<file path="src/rtl/ampfind_hyst.sv">
// Hysteresis-qualified peak/trough tracker for a sampled waveform.
// Reports max, min, amplitude, mean and period once per completed cycle, and flags DC input.
module ampfind_hyst #(
   parameter int DATA_W   = 12,
   parameter int HYST     = 4,
   parameter int PERIOD_W = 20,
   parameter int TIMEOUT  = 100000
) (
   input  logic                clk,
   input  logic                rst,
   input  logic                sample_en,
   input  logic [DATA_W-1:0]   data_in,
   output logic [DATA_W-1:0]   max_val,
   output logic [DATA_W-1:0]   min_val,
   output logic [DATA_W-1:0]   amp,
   output logic [DATA_W-1:0]   mean,
   output logic [PERIOD_W-1:0] period,
   output logic                meas_valid,
   output logic                dc_flag
);

   typedef enum logic [1:0] {IDLE = 2'd0, RISE = 2'd1, FALL = 2'd2} state_t;

   localparam logic [DATA_W:0]     HYST_X   = (DATA_W+1)'(HYST);
   localparam logic [PERIOD_W-1:0] TMO_LAST = PERIOD_W'(TIMEOUT - 1);

   state_t              state_reg;
   logic                first_reg;
   logic                have_trough_reg;
   logic [DATA_W-1:0]   run_max_reg;
   logic [DATA_W-1:0]   run_min_reg;
   logic [DATA_W-1:0]   pk_reg;
   logic [PERIOD_W-1:0] idx_reg;
   logic [PERIOD_W-1:0] trough_idx_reg;
   logic [PERIOD_W-1:0] prev_trough_idx_reg;
   logic [PERIOD_W-1:0] tmo_cnt_reg;

   logic [DATA_W-1:0] cur_max;
   logic [DATA_W-1:0] cur_min;
   logic [DATA_W-1:0] amp_calc;
   logic [DATA_W-1:0] mean_calc;
   logic [DATA_W:0]   d_x;
   logic [DATA_W:0]   max_x;
   logic [DATA_W:0]   min_x;
   logic              rise_hit;
   logic              fall_hit;
   logic              peak_conf;
   logic              trough_conf;
   logic              timeout;

   always_comb begin
      // The very first sample after reset seeds both running extremes.
      cur_max     = first_reg ? data_in : run_max_reg;
      cur_min     = first_reg ? data_in : run_min_reg;
      d_x         = {1'b0, data_in};
      max_x       = {1'b0, cur_max};
      min_x       = {1'b0, cur_min};
      rise_hit    = d_x >= (min_x + HYST_X);
      fall_hit    = (d_x + HYST_X) <= max_x;
      peak_conf   = (state_reg == RISE) && fall_hit;
      trough_conf = (state_reg == FALL) && rise_hit;
      timeout     = !peak_conf && !trough_conf && (tmo_cnt_reg == TMO_LAST);
      amp_calc    = (pk_reg - run_min_reg) >> 1;
      mean_calc   = DATA_W'(({1'b0, pk_reg} + {1'b0, run_min_reg}) >> 1);
   end

   always_ff @(posedge clk) begin
      if (rst) begin
         state_reg           <= IDLE;
         first_reg           <= 1'b1;
         have_trough_reg     <= 1'b0;
         run_max_reg         <= '0;
         run_min_reg         <= '0;
         pk_reg              <= '0;
         idx_reg             <= '0;
         trough_idx_reg      <= '0;
         prev_trough_idx_reg <= '0;
         tmo_cnt_reg         <= '0;
         max_val             <= '0;
         min_val             <= '1;
         amp                 <= '0;
         mean                <= '0;
         period              <= '0;
         meas_valid          <= 1'b0;
         dc_flag             <= 1'b0;
      end else begin
         meas_valid <= 1'b0;
         if (sample_en) begin
            first_reg <= 1'b0;
            idx_reg   <= idx_reg + 1'b1;
            if (timeout) begin
               state_reg       <= IDLE;
               have_trough_reg <= 1'b0;
               tmo_cnt_reg     <= '0;
               run_max_reg     <= data_in;
               run_min_reg     <= data_in;
               max_val         <= data_in;
               min_val         <= data_in;
               mean            <= data_in;
               amp             <= '0;
               period          <= '0;
               dc_flag         <= 1'b1;
            end else begin
               tmo_cnt_reg <= (peak_conf || trough_conf) ? '0 : tmo_cnt_reg + 1'b1;
               case (state_reg)
                  IDLE: begin
                     run_max_reg <= (data_in > cur_max) ? data_in : cur_max;
                     run_min_reg <= (data_in < cur_min) ? data_in : cur_min;
                     if (rise_hit) begin
                        state_reg   <= RISE;
                        run_max_reg <= data_in;
                     end else if (fall_hit) begin
                        state_reg      <= FALL;
                        run_min_reg    <= data_in;
                        trough_idx_reg <= idx_reg;
                     end
                  end
                  RISE: begin
                     if (data_in > run_max_reg) run_max_reg <= data_in;
                     if (peak_conf) begin
                        pk_reg         <= run_max_reg;
                        state_reg      <= FALL;
                        run_min_reg    <= data_in;
                        trough_idx_reg <= idx_reg;
                     end
                  end
                  FALL: begin
                     // Strict compare keeps the earliest index of a flat-bottomed trough.
                     if (data_in < run_min_reg) begin
                        run_min_reg    <= data_in;
                        trough_idx_reg <= idx_reg;
                     end
                     if (trough_conf) begin
                        state_reg           <= RISE;
                        run_max_reg         <= data_in;
                        prev_trough_idx_reg <= trough_idx_reg;
                        have_trough_reg     <= 1'b1;
                        if (have_trough_reg) begin
                           max_val    <= pk_reg;
                           min_val    <= run_min_reg;
                           amp        <= amp_calc;
                           mean       <= mean_calc;
                           period     <= trough_idx_reg - prev_trough_idx_reg;
                           meas_valid <= 1'b1;
                           dc_flag    <= 1'b0;
                        end
                     end
                  end
                  default: state_reg <= IDLE;
               endcase
            end
         end
      end
   end

endmodule

</file>
<file path="config.mk">
export PLATFORM = sky130hd
export DESIGN_NAME = ampfind_hyst
export DESIGN_NICKNAME = d
export VERILOG_FILES = /design/src/rtl/ampfind_hyst.sv
export SDC_FILE = /design/constraint.sdc
export NUM_CORES = 1
export LEC_CHECK = 0
export BUFFER_PORTS_ARGS = -buffer_cell sky130_fd_sc_hd__buf_4
export CAP_MARGIN = 20
export CORE_ASPECT_RATIO = 1.4
export CORE_MARGIN = 1.5
export CORE_UTILIZATION = 62
export DETAILED_ROUTE_END_ITERATION = 10
export PLACE_DENSITY = 0.82
export RECOVER_POWER = 25
export REMOVE_ABC_BUFFERS = 1
export SYNTH_ARGS = -nofsm -noshare
export SYNTH_HDL_FRONTEND = slang
export SYNTH_SLANG_ARGS = --single-unit
</file>
<file path="constraint.sdc">
create_clock -name clk -period 4.4 [get_ports clk]
set_input_delay 0.22 -clock clk [delete_from_list [all_inputs] [get_ports clk]]
set_output_delay 0.22 -clock clk [all_outputs]
set_load 0.02 [all_outputs]
</file>
# --- Yosys cells after proc, flatten, opt, wreduce, memory -nomap -nowiden ---
# Index checks and enable logic that the tools add are counted.
# W data, S select, Z words.
word_totals:
  word_cells: 124
  inputBits: 15
  reg_bits: 190
classes:
  n_lt_le_gt_ge: 6
  add_sub_neg: 7
  n_eq_ne: 12
  reduce_logical: 22
  mux: 56
  bitwise: 4
op_table:
  columns: ["operator", "n"]
  rows:
  - ["$mux W12", 29]
  - ["$mux W20", 10]
  - ["$pmux W12 S3", 2]
  - ["$pmux W20 S3", 1]
  - ["$add A20 B1 Y20 const B", 2]
  - ["$add A12 B3 Y13 const B", 2]
  - ["$gt A12 B12 Y1", 2]
  - ["$lt A12 B12 Y1", 2]
  - ["$reduce_and A4 Y1", 6]
  - ["$eq A20 B17 Y1 const B", 1]
  - ["$sub A20 B20 Y20", 1]
  - ["$add A12 B12 Y13", 1]
  - ["$ge A12 B13 Y1", 1]
  - ["$le A13 B12 Y1", 1]
  - ["$sub A12 B12 Y12", 1]
  - ["$mux W2", 5]
  - ["$mux W1", 8]
  - ["$reduce_and A7 Y1", 1]
  - ["$ne A2 B2 Y1 const B", 3]
  - ["$ne A3 B2 Y1 const B", 2]
  - ["$ne A3 B3 Y1 const B", 2]
  - ["$pmux W2 S3", 1]
  - ["$reduce_bool A2 Y1", 3]
  - ["$reduce_or A5 Y1", 1]
  - ["12 further kinds", 19]

# --- Logic depth before layout (Yosys ltp) ---
# Gate-level depths: netlist of run 1.
logic_depth:
  depth_word: 9
  ltp_mapped: 20

# --- Worst setup path before layout of run 1 ---
# No wires, ideal clock.
synth_timing:
  kind: "register to register"
  start: "reg first_reg"
  end: "reg min_val[6]"
  arrival_time_ns: 3.712
  setup_ns: 0.137
  path_stages_with_launch: 20
  path_buffers: 5
  setup_slack_ns: 0.552
  path_cell_list: "dfxtp_1 -> buf_2 -> buf_6 -> mux2i_1 -> nor3_1 -> nand2_1 -> or3_1 -> nor3_1 -> xor2_1 -> ha_1 -> nand4_1 -> a211oi_1 -> o311ai_4 -> o211a_4 -> o21a_1 -> buf_6 -> buf_6 -> buf_6 -> nor3_1 -> a31oi_1"
synth_between:
  elab_chain_len: 9
  word_cells_on_any_way: 16
  classes_between: "1 x add/sub; 2 x order compare; 3 x mux; 10 x reduce/logical"
synth_rtl:
  columns: ["item", "line", "rtl"]
  rows:
  - ["start: declaration", "28", "logic first_reg;"]
  - ["start signal: assignment", "70", "first_reg <= 1'b1;"]
  - ["start signal: assignment", "89", "first_reg <= 1'b0;"]
  - ["$mux W12", "54", "cur_min = first_reg ? data_in : run_min_reg;"]
  - ["$add A12 B3 Y13", "58", "rise_hit = d_x >= (min_x + HYST_X);"]
  - ["$ge A12 B13 Y1", "58", null]
  - ["$logic_and A1 B1 Y1", "61", "trough_conf = (state_reg == FALL) && rise_hit;"]
  - ["$logic_not A1 Y1", "62", "timeout = !peak_conf && !trough_conf && (tmo_cnt_reg == TMO_LAST);"]
  - ["$logic_and A1 B1 Y1 (2 in series)", "62", null]
  - ["$reduce_bool A2 Y1 (no line)", null, null]
  - ["$reduce_and A4 Y1 (no line)", null, null]
  - ["end signal: assignment", "98", "min_val <= data_in;"]
  - ["end signal: assignment", "140", "min_val <= run_min_reg;"]
  - ["end: declaration", "14", "output logic [DATA_W-1:0] min_val,"]
# Several ways; a longest one is shown, not always the timed one.
# A chain may end at the register's enable or synchronous reset.

# --- Worst setup path in the final report of run 1 ---
layout_timing:
  start: "reg first_reg"
  end: "reg run_max_reg[7]"
layout_between:
  elab_chain_len: 9
  word_cells_on_any_way: 20
  classes_between: "1 x add/sub; 3 x order compare; 2 x eq/ne; 6 x mux; 8 x reduce/logical"
layout_rtl:
  columns: ["item", "line", "rtl"]
  rows:
  - ["$mux W12", "54", null]
  - ["$add A12 B3 Y13", "58", null]
  - ["$ge A12 B13 Y1", "58", null]
  - ["$logic_and A1 B1 Y1", "61", null]
  - ["$logic_not A1 Y1", "62", null]
  - ["$logic_and A1 B1 Y1 (2 in series)", "62", null]
  - ["$ne A3 B2 Y1 (no line), or another cell as far along", null, null]
  - ["$reduce_and A4 Y1 (no line)", null, null]
  - ["end signal: assignment", "95", "run_max_reg <= data_in;"]
  - ["end signal: assignment", "107", "run_max_reg <= (data_in > cur_max) ? data_in : cur_max;"]
  - ["end signal: assignment", "111", "run_max_reg <= data_in;"]
  - ["end: declaration", "30", "logic [DATA_W-1:0] run_max_reg;"]
# Several ways; a longest one is shown, not always the timed one.

==> run summary, run 1 <==
Status -> finished with violations
Failing checks -> max-capacitance violations, max-slew violations
Synth cell types -> 72
First-pass GRT wire length -> 50,100 µm
HPWL Detailed -> 21,700 µm
RSZ-0062 raised after global routing -> false
Routed wire length -> 30,300 µm
Kind of end point of the critical path -> register
LEAKAGE -> 5.27 nW
Drt pass-1 iters -> 5
DP Worst Slack -> 0.145 ns
Final instance count without filler cells -> 1,762
I/O pin cnt -> 85
Number of synthesized register bits -> 189
Tot Pwr -> 4.75 mW
Seq/Total Area, Yosys -> 31.5%
Via density -> 6.01
Die Y -> 168 µm
CTS tree -> built
Worst-skew pair later-pin latency -> 0.44 ns
GRT overflow -> 0
Post-Syn Instances -> 1,454
Setup Skew -> 0.0159 ns
Final worst slack -> 0.244 ns
FFs w/ async S/R, synth -> 0%
CP Launch Type -> register
# H-tree levels -> 4
Vias in the first global route -> 10.7k
Pwr dens -> 360 nW/µm²
Max Transition Viols Final -> 56
Post-layout util -> 69.2%
Largest net degree at the start of global routing -> 96
Arrival time worst endpoint -> 4.45 ns
DRT antenna net count -> 0
Hold Path Class -> input port to register
Number of flops mapped to enable cells by yosys -> 0
Die area -> 20,200 µm²
Commonest non-fill, non-tap cell in the layout -> dfxtp_1
Residual DRC -> 0
PortBufs -> 83
Req. time, crit path -> 4.70 ns
Final setup viols -> 0
Post-detailed-route wirelength per cell -> 17.2 µm
Routability cong. -> 0.934
Antenna violations before repair -> 0
Kind of critical path -> register to register
Clock tree buffer depth -> 2
Most frequent cells in the layout -> dfxtp_1, nand2_1, a21oi_1, ha_1, nor2_1
Total number of vias -> 10.6k
Core Box Area -> 19,100 µm²
Setup tns final -> 0 ns
Worst-path maximum fanout -> 16
Reg clk slew, reported paths -> 0.08 ns
Final Hold Viols -> 0
Clk Tree Root Cell -> clkbuf_16
Chip width -> 121 µm
Max Cap Viol -> 1
Yosys warnings -> 0
Tcrit/Tclk final -> 94.5%
Initial Util -> 62.9%
Placed insts -> 1,728
Tot GR Track Use -> 30.4%
Row Count -> 60
Fin crit period -> 4.16 ns
Drt first-iter violations -> 562
Num CTS Buffers -> 17
Peak VDD IR -> 0.294 mV
CTS sink cnt -> 189
Final net count -> 1,634
Rel. slew slack -> -25.4%
Post-synthesis average cell area -> 8.25 µm²
Mapped cell area -> 12,000 µm²
Ys flop type -> dfxtp_1
Fmax -> 241 MHz
Diode count -> 0
Fraction of layout cells with a size suffix above 1 -> 7.53%
Synthesis-to-finish area growth -> 9.89%
Worst slew pin tran -> 1.88 ns
## layer usage
metal  track usage [%]  share of wire [%]  vias up
met1              31.5                 38     4993
met3              5.31                4.3      123
li1                  -                  -     5169
met4              20.3                6.4        0
met5                 0                  0        -
met2              55.1                 51      296
## final cells by class
class                           instances  area (µm²)
Inverter                               73         274
Sequential cell                       189        3780
Multi-Input combinational cell       1109        7550
Timing Repair Buffer                  111         628
Fill cell                            1567        5880
Tap cell                              248         310
Clock inverter                         15         214
Clock buffer                           17         425
## cell usage after synthesis (6+ instances only)
library cell,count,area (µm²)
o21bai_1,6,45.0
o2bb2ai_1,8,70.1
buf_1,8,30.0
buf_2,21,105
buf_4,6,45.0
inv_1,73,274
o21a_1,9,67.6
a211oi_1,17,128
and3_1,17,106
clkbuf_1,40,150
nand3_1,57,285
nand2b_1,74,463
mux2i_1,69,691
nor2b_1,10,62.6
o21ai_0,62,310
ha_1,115,1440
xor2_1,39,342
nand2_1,140,526
o211ai_1,18,135
dfxtp_1,189,3780
nor3_1,37,185
nor2_1,106,398
nor4_1,6,37.5
or3_1,19,119
a31oi_1,13,81.3
a21o_1,24,180
nand4_1,18,113
xnor2_1,37,324
nor3b_1,10,75.1
a21oi_1,122,611
buf_6,8,90.1
## power by group
part / switching, mW / total, mW / internal [mW]
registers: 0.0916 / 1.86 / 1.77
logic: 0.724 / 1.23 / 0.505
clock network: 0.781 / 1.66 / 0.882
## timing repair
item                       CTS  global route
hold endpoints to repair     0             0
setup endpoints to repair    0           125
setup buffers                0             2
hold buffers                 0             0
gates resized for setup      0             4
## critical path: stages (launching register included)
cell and delay, ns:
dfxtp_1 0.45, buf_4 0.24, mux2i_1 0.16, nor2_1 0.12, nand2_1 0.08, or3_1 0.43, nor3_1 0.24, xor2_1 0.20
ha_1 0.27, nand4_1 0.12, a211oi_2 0.08, o311ai_4 0.52, o211ai_4 0.24, nor2_2 0.36, buf_4 0.27, or3_1 0.15
a21oi_1 0.07
## worst paths after layout
path | slack, ns | from | cells past startpoint | endpoint
worst max-delay path | 0.24 | first_reg$_SDFFE_PP1P_ | 16 | run_max_reg[7]$_SDFFE_PP0P_
worst min-delay path | 0.09 | data_in[0] | 3 | run_min_reg[0]$_SDFFE_PP0P_
worst max register to register | 0.24 | first_reg$_SDFFE_PP1P_ | 16 | run_max_reg[7]$_SDFFE_PP0P_
worst min register to register | 0.45 | amp[2]$_SDFFE_PP0P_ | 2 | amp[2]$_SDFFE_PP0P_
## kinds of logic after synthesis
family	Yosys count	synth area share, %
compound gates	320	17.1
xor+xnor	76	5.55
fa+ha+maj	118	12.5
buf+inv	156	5.79
flops	189	31.5
mux	69	5.75
other cells	1	0.0312
simple gates	525	21.8
## through the flow
| stage | cell area, µm² | hold slack (ns) |
|---|---|---|
| after floorplan | 11600 | 0.288 |
| after global placement | 12700 | 0.440 |
| after detailed placement | 12700 | 0.445 |
| after CTS | 13400 | 0.0786 |
| after global routing | 13200 | 0.0955 |
| final | 13200 | 0.0854 |
No activity file was read; power rests on OpenSTA's default activity.
==> run 2: changes to the inputs <==
--- a/config.mk
+++ b/config.mk
@@ -9,9 +9,9 @@
 export CAP_MARGIN = 20
 export CORE_ASPECT_RATIO = 1.4
 export CORE_MARGIN = 1.5
-export CORE_UTILIZATION = 62
+export CORE_UTILIZATION = 25
+export CTS_BUF_LIST = sky130_fd_sc_hd__clkbuf_16
 export DETAILED_ROUTE_END_ITERATION = 10
-export PLACE_DENSITY = 0.82
 export RECOVER_POWER = 25
 export REMOVE_ABC_BUFFERS = 1
 export SYNTH_ARGS = -nofsm -noshare
==> run 2 against run 1 <==
- the run now ends clean
- flip-flop and latch count unchanged
- first-iteration DRC count decreased by 23%
- combinational power about the same
- routed wire length increased by 11%
- die area up 140%
- critical endpoint is now tmo_cnt_reg[5]$_SDFFE_PP0P_
- largest cell class unchanged
==> run summary, run 2 (synthesized netlist as in run 1, its figures left out) <==
Fraction of layout cells with a size suffix above 1 -> 7.77% (+0.24 points)
HPWL Detailed -> 25,200 µm (+17%)
Setup tns final -> 0 ns (unchanged)
Clock tree buffer depth -> 2 (unchanged)
Tot Pwr -> 4.61 mW (-3.1%)
Setup Skew -> 0.0132 ns (-0.00268 ns)
RSZ-0062 raised after global routing -> false
Total number of vias -> 10.3k (-2.7%)
Vias in the first global route -> 10.3k (-4.3%)
Antenna violations before repair -> 0 (unchanged)
Tcrit/Tclk final -> 93.2% (-1.3 points)
Drt pass-1 iters -> 5 (unchanged)
PortBufs -> 83 (unchanged)
LEAKAGE -> 5.27 nW (-0.15%)
Final net count -> 1,639 (+0.31%)
Routability cong. -> 0.873 (-6.5%)
Post-route design area -> 13,600 µm² (+3.4%)
Final Hold Viols -> 0 (unchanged)
First-pass GRT wire length -> 53,900 µm (+7.6%)
Rel. slew slack -> 46.9% (+72 points)
Worst slew pin tran -> 0.777 ns (-1.10 ns)
Placed insts -> 2,109 (+22%)
Residual DRC -> 0 (unchanged)
Core Box Area -> 47,200 µm² (+150%)
Die area -> 49,400 µm² (+140%)
CP top delay family -> simple AND/OR/NAND/NOR gates
GRT overflow -> 0 (unchanged)
CTS tree -> built
# hold bufs at CTS -> 0 (unchanged)
Pwr dens -> 338 nW/µm² (-6.3%)
Peak VDD IR -> 0.245 mV (-17%)
Max Cap Viol -> 0 (-1)
Routed wire length -> 33,500 µm (+11%)
Max Transition Viols Final -> 0 (-100%)
Tot GR Track Use -> 13.7% (-17 points)
Synthesis-to-finish area growth -> 13.7%
Final setup viols -> 0 (unchanged)
Die Y -> 262 µm (+56%)
Num CTS Buffers -> 17 (unchanged)
Final worst slack -> 0.300 ns (+0.0554 ns)
Hold Path Class -> input port to register
Placed cell area -> 13,300 µm² (+4.2%)
Largest net degree at the start of global routing -> 116 (+21%)
Worst-skew pair later-pin latency -> 0.46 ns (+0.02 ns)
Clk Tree Root Cell -> clkbuf_16
Post-detailed-route wirelength per cell -> 15.6 µm (-8.9%)
CP Launch Type -> register
Kind of end point of the critical path -> register
Most frequent cells in the layout -> dfxtp_1, nand2_1, a21oi_1, ha_1, nor2_1
Initial Util -> 25.4% (-37 points)
Arrival time worst endpoint -> 4.51 ns (+0.06 ns)
Kind of critical path -> register to register
Via density -> 4.80 (-20%)
Slowest stage cell on the critical path -> or2_2
Biggest cell delay along the critical path -> 0.51 ns (about the same)
Final instance count without filler cells -> 2,143 (+22%)
Chip width -> 188 µm (+56%)
Req. time, crit path -> 4.81 ns (+0.11 ns)
Fin crit period -> 4.10 ns (-0.0554 ns)
Diode count -> 0 (unchanged)
Drt first-iter violations -> 432 (-23%)
Worst-path maximum fanout -> 22 (+6)
Row Count -> 94 (+57%)
Fmax -> 244 MHz (+1.4%)
I/O pin cnt -> 85 (unchanged)
Worst Path Buf+Inv -> 1 (-1)
Status -> completed
Reg clk slew, reported paths -> 0.08 ns (about the same)
# H-tree levels -> 4 (unchanged)
Commonest non-fill, non-tap cell in the layout -> dfxtp_1
DP Worst Slack -> 0.102 ns (-0.0424 ns)
DRT antenna net count -> 0 (unchanged)
CTS sink cnt -> 189 (unchanged)
CP Cell Sequence -> buf_4 > mux2i_1 > nor2_1 > nand2_1 > or3_1 > xnor2_1 > ha_1 > o21a_1 > o21ai_0 > a31oi_1 > o311ai_4 > o2111ai_2 > or2_2 > nor4_1 > a21o_1
==> run 2: timing repair <==
action,in CTS,in global routing
buffers inserted,0,2
gates resized for setup,0,2
hold endpoints to repair,0,0
endpoints found under the setup margin,0,99
==> run 2: layout make-up <==
class                   instances  area, µm²
clock buffers                  17        425
clock inverters                15        134
fillers                      5019      33500
inverters                      73        274
multi-input cells            1109       7550
flip-flops and latches        189       3780
well taps                     624        781
repair buffers                116        698
==> run 2: worst min-delay path, delay by kind of cell <==
kind | cells | cell delay, ns
buffers and inverters | 1 | 0.13
AO/OA/AOI/OAI | 2 | 0.13
==> run 2: power by group <==
part	internal [mW]	total [mW]	switching, mW
registers	1.77	1.85	0.0835
logic	0.521	1.25	0.730
clock network	0.741	1.50	0.760
==> run 2: path summary, 6_finish.rpt <==
| check | slack (ns) | from | endpoint | cells after the start |
|---|---|---|---|---|
| hold reg to reg | 0.45 | mean[2]$_SDFFE_PP0P_ | mean[2]$_SDFFE_PP0P_ | 2 |
| setup / recovery | 0.30 | first_reg$_SDFFE_PP1P_ | tmo_cnt_reg[5]$_SDFFE_PP0P_ | 15 |
| setup reg to reg | 0.30 | first_reg$_SDFFE_PP1P_ | tmo_cnt_reg[5]$_SDFFE_PP0P_ | 15 |
| hold / removal | 0.07 | data_in[0] | run_max_reg[0]$_SDFFE_PP0P_ | 3 |
==> run 2: layer usage <==
layer | GRT usage [%] | up-vias | routed length (µm)
met5 | 0 | - | 0
met4 | 6.94 | 0 | 1300
met3 | 2.52 | 61 | 1290
met2 | 25.5 | 183 | 17600
met1 | 14.5 | 4860 | 13400
li1 | - | 5188 | -
==> run 2: metrics by stage <==
| step | hold WS (ns) | util (%) |
|---|---|---|
| floorplan | 0.288 | - |
| global placement | 0.440 | 28.2 |
| detailed placement | 0.447 | 28.2 |
| CTS | 0.0459 | 29.3 |
| global route | 0.0980 | 28.9 |
| finish | 0.0707 | 28.9 |
